`src/rtl/hazard_unit.sv`:
```
// Pipeline hazard unit: load-use stall, branch flush and EX operand forwarding,
// with saturating stall/flush event counters and a one-cycle INIT bubble after reset.
//
// state | meaning
// INIT  | held in reset or first cycle after release; pipeline frozen and flushed
// RUN   | normal hazard detection and forwarding
module hazard_unit (
    input  logic        clk,
    input  logic        reset,
    input  logic [4:0]  Rs1D,
    input  logic [4:0]  Rs2D,
    input  logic [4:0]  Rs1E,
    input  logic [4:0]  Rs2E,
    input  logic [4:0]  RdE,
    input  logic [1:0]  ResultSrcE,
    input  logic [4:0]  RdM,
    input  logic        RegWriteM,
    input  logic [4:0]  RdW,
    input  logic        RegWriteW,
    input  logic        PCSrcE,
    input  logic        cnt_clr,
    output logic        StallF,
    output logic        StallD,
    output logic        FlushD,
    output logic        FlushE,
    output logic [1:0]  ForwardAE,
    output logic [1:0]  ForwardBE,
    output logic [15:0] stall_cnt,
    output logic [15:0] flush_cnt
);

    localparam logic INIT = 1'b0;
    localparam logic RUN  = 1'b1;

    logic state;
    logic lw_stall;

    always_ff @(posedge clk or posedge reset) begin
        if (reset) state <= INIT;
        else       state <= RUN;
    end

    assign lw_stall = (ResultSrcE == 2'b01) && (RdE != 5'd0) &&
                      ((RdE == Rs1D) || (RdE == Rs2D));

    // MEM result is newer than WB, so it wins when both target the same source
    function automatic logic [1:0] fwd_sel(input logic [4:0] src);
        if (RegWriteM && (RdM != 5'd0) && (RdM == src))      return 2'b10;
        else if (RegWriteW && (RdW != 5'd0) && (RdW == src)) return 2'b01;
        else                                                 return 2'b00;
    endfunction

    always_comb begin
        StallF    = 1'b1;
        StallD    = 1'b0;
        FlushD    = 1'b1;
        FlushE    = 1'b1;
        ForwardAE = 2'b00;
        ForwardBE = 2'b00;
        if (state == RUN) begin
            StallF    = lw_stall && !PCSrcE;
            StallD    = lw_stall && !PCSrcE;
            FlushD    = PCSrcE;
            FlushE    = lw_stall || PCSrcE;
            ForwardAE = fwd_sel(Rs1E);
            ForwardBE = fwd_sel(Rs2E);
        end
    end

    always_ff @(posedge clk or posedge reset) begin
        if (reset) begin
            stall_cnt <= 16'd0;
            flush_cnt <= 16'd0;
        end else if (cnt_clr) begin
            stall_cnt <= 16'd0;
            flush_cnt <= 16'd0;
        end else if (state == RUN) begin
            if (StallD && (stall_cnt != 16'hFFFF)) stall_cnt <= stall_cnt + 16'd1;
            if (PCSrcE && (flush_cnt != 16'hFFFF)) flush_cnt <= flush_cnt + 16'd1;
        end
    end

endmodule

```
`config.mk`:
```
export PLATFORM = sky130hd
export DESIGN_NAME = hazard_unit
export DESIGN_NICKNAME = d
export VERILOG_FILES = /design/src/rtl/hazard_unit.sv
export SDC_FILE = /design/constraint.sdc
export NUM_CORES = 1
export LEC_CHECK = 0
export CAP_MARGIN = 5
export CORE_MARGIN = 2
export CORE_UTILIZATION = 45
export CTS_CLUSTER_DIAMETER = 100
export DETAILED_ROUTE_END_ITERATION = 10
export PLACE_DENSITY = 0.88
export SLEW_MARGIN = 20
export SYNTH_ARGS = -nofsm -noshare
export SYNTH_HDL_FRONTEND = slang
export SYNTH_SLANG_ARGS = --single-unit
```
`constraint.sdc`:
```
create_clock -name clk -period 2.5 [get_ports clk]
set_clock_uncertainty 0.1 [all_clocks]
set_input_delay 0.5 -clock clk [delete_from_list [all_inputs] [get_ports clk]]
set_output_delay 0.5 -clock clk [all_outputs]
set_load 0.02 [all_outputs]
```
==> flow_summary.yaml <==
status:
  outcome: "finished, final reports clean"
cells_and_area:
  final_nets: 408
  nFillCells: 375
  area_growth_pct: 52.1
  drive_above_1_share_pct: 17.9
  stdcell_area_um2: 3470
  stdcell_count: 431
  num_antenna_cells: 0
global_routing:
  grt_pass1_vias: 2216
  grt_remaining_overflow: 0
  gr-usage-all-layers_pct: 23.5
  antenna_found_initial: 0
  grt_max_degree: 34
  grt_pass1_wl_um: 10200
worst_hold_path:
  hp-class: "reg -> reg"
  hold_depth: 2
power_and_ir_drop:
  ir_drop_uv: 323
  power.leakage_nw: 1.43
  power.total_mw: 1.16
  power_density_nw_per_um2: 336
detailed_routing:
  post_drt_wl_per_cell_um: 15.5
  drcViolationCount: 0
  drt-pass1-iter-count: 4
  vias: 2389
  drtAntennaViolNets: 0
  wl_um: 6700
  post_drt_via_cell_ratio: 5.54
  drtIter0Drc: 55
clock_network:
  h-tree-depth: 2
  clkSlewWorstSetupHoldPaths_ns: 0.07
  numCtsBuffers: 5
  clock_sinks: 33
  insertion_delay_ns: 0.29
  cts_tree: "built"
  cts_buffer_depth: 2
  clockRootBuffer: "clkbuf_8"
sta:
  slew_headroom_pct: 59.1
  min_period_ns: 2.49
  hold_viol: 0
  timing.final.ws_setup_ns: 0.00871
  timing.fmax_ghz: 0.401
  whs_ns: 0.487
  finalCritPeriodShare_pct: 99.7
  worst_slew_pin_slew_ns: 0.612
  setup_viol: 0
  slew_violations: 0
critical_path:
  startpoint_type: "input port"
  required_ns: 1.90
  critPathKind: "in -> out"
  worst_setup_path_end_kind: "output pin"
  r2r_cells: 6
  cp.arrival_ns: 1.89
  cp_max_fo: 2
logic_synthesis:
  syn_area_per_cell_um2: 8.95
  netlist_area_um2: 2280
  synth-seq-cells: 33
  yosysTopAreaCell: "dfrtp_1"
  synth.area.top_cells: "dfrtp_1 36%, xor2_1 8.4%, xnor2_1 8.1%, or4_1 4.6%, nor2_1 3.8%"
  dominantRegCellSynth: "dfrtp_1"
  synth_fp_nets: 300
  synth_seq_area_share_pct: 36.2
  yosysTopAreaCellShare_pct: 36.2
  synth_cell_types: 41
  async_flop_share_pct: 100
  syn_inst: 255
  synth-edff-count: 0
  yosysWarningCount: 0
die:
  ios: 83
  initial_core_util_pct: 47.4
  die_w_um: 75.2
  die_h_um: 75.2
  dieArea_um2: 5660
  rows: 25
  core_um2: 4820
placement:
  gp_congestion: 0.893
  dp.cells: 422
  port_buffers: 82
  hpwl_um: 4930
  pre_cts_slack_ns: -0.861
  place_area_um2: 3350
job:
  maxCapViolCount: 0
state kept, by name (all words and copies together), names as in the netlist:
signal and flops:
flush_cnt 16, stall_cnt 16, state 1
cells in the mapped netlist (all sizes together), types with 6 or more instances:
cell type  number
dfrtp          33
or4            14
clkbuf          6
xor2           22
nor3           11
xnor2          21
nor4           11
nand3          14
o31ai          11
a21oi          16
nor2           23
nand2          13
report_power, final:
part	internal (mW)	switching [mW]	total (mW)
registers	0.537	0.00326	0.540
logic	0.121	0.117	0.237
clock network	0.198	0.190	0.387
total	0.855	0.310	1.16
metal layers:
metal / vias to the layer above / routed length [um] / global-route usage [%]
met1: 1135 / 2840 / 30.6
met3: 8 / 620 / 5.62
met4: 0 / 68 / 7.41
met2: 101 / 3170 / 38.9
li1: 1145 / - / -
met5: - / 0 / 0
kinds of logic after synthesis:
| family | share of synthesized area [%] |
|---|---|
| AO/OA/AOI/OAI | 10.5 |
| XOR/XNOR | 16.5 |
| adder cells (fa/ha/maj) | 1.10 |
| buffers and inverters | 3.13 |
| flip-flops | 36.2 |
| multiplexers | 2.85 |
| other | 0.164 |
| AND/OR/NAND/NOR | 29.6 |
through the flow:
stage,utilization (%),setup TNS (ns)
2_1_floorplan,-,0
3_3_place_gp,69.6,-5.53
3_5_place_dp,69.6,-6.68
4_1_cts,71.4,0
5_1_grt,72.1,-0.0337
6_report,72.1,0
cells in the final DEF, fill, tap and decap left out, drive strengths merged, types with 4 or more instances in the layout:
cell	netlist	routed
and3	5	5
and4	4	4
mux2	4	4
buf	4	40
nand4	5	5
a21oi	16	16
xnor2	21	21
clkdlybuf4s50	0	51
nor3	11	11
clkbuf	6	8
nor2b	4	4
dlygate4sd2	0	10
dlymetal6s2s	0	5
nand2	13	13
nand3	14	14
nor2	23	23
dfrtp	33	33
inv	5	5
nand2b	5	5
clkdlybuf4s15	0	5
nor4	11	11
or4	14	14
xor2	22	22
o31ai	11	11
worst paths after layout:
kind | start | end | slack [ns]
hold / removal | stall_cnt[13] | stall_cnt[13] | 0.49
setup / recovery | RdW[4] | ForwardBE[0] | 0.009
max in group asynchronous | reset | stall_cnt[3] | 1.49
min in group asynchronous | reset | stall_cnt[15] | 0.51
setup reg to reg | stall_cnt[10] | stall_cnt[11] | 0.44
hold reg to reg | stall_cnt[13] | stall_cnt[13] | 0.49
cell type report:
class,count,area (um^2),share of cell area [%]
Multi-Input combinational cell,207,1460,42.0
Timing Repair Buffer,111,1010,29.0
Sequential cell,33,826,23.8
Tap cell,67,83.8,2.41
Clock buffer,8,80.1,2.31
Inverter,5,18.8,0.541
what timing repair did:
item,4_1_cts,5_1_grt
endpoints found under the setup margin,8,17
buffers inserted,1,0
pin swaps,11,9
hold buffers,0,0
resized for setup,82,11
worst max-delay path, stage by stage:
cell,delay (ns)
buf_2,0.12
buf_6,0.12
xor2_1,0.15
or4_4,0.54
nor4_2,0.28
buf_4,0.19
(Power assumes the default switching activity.)
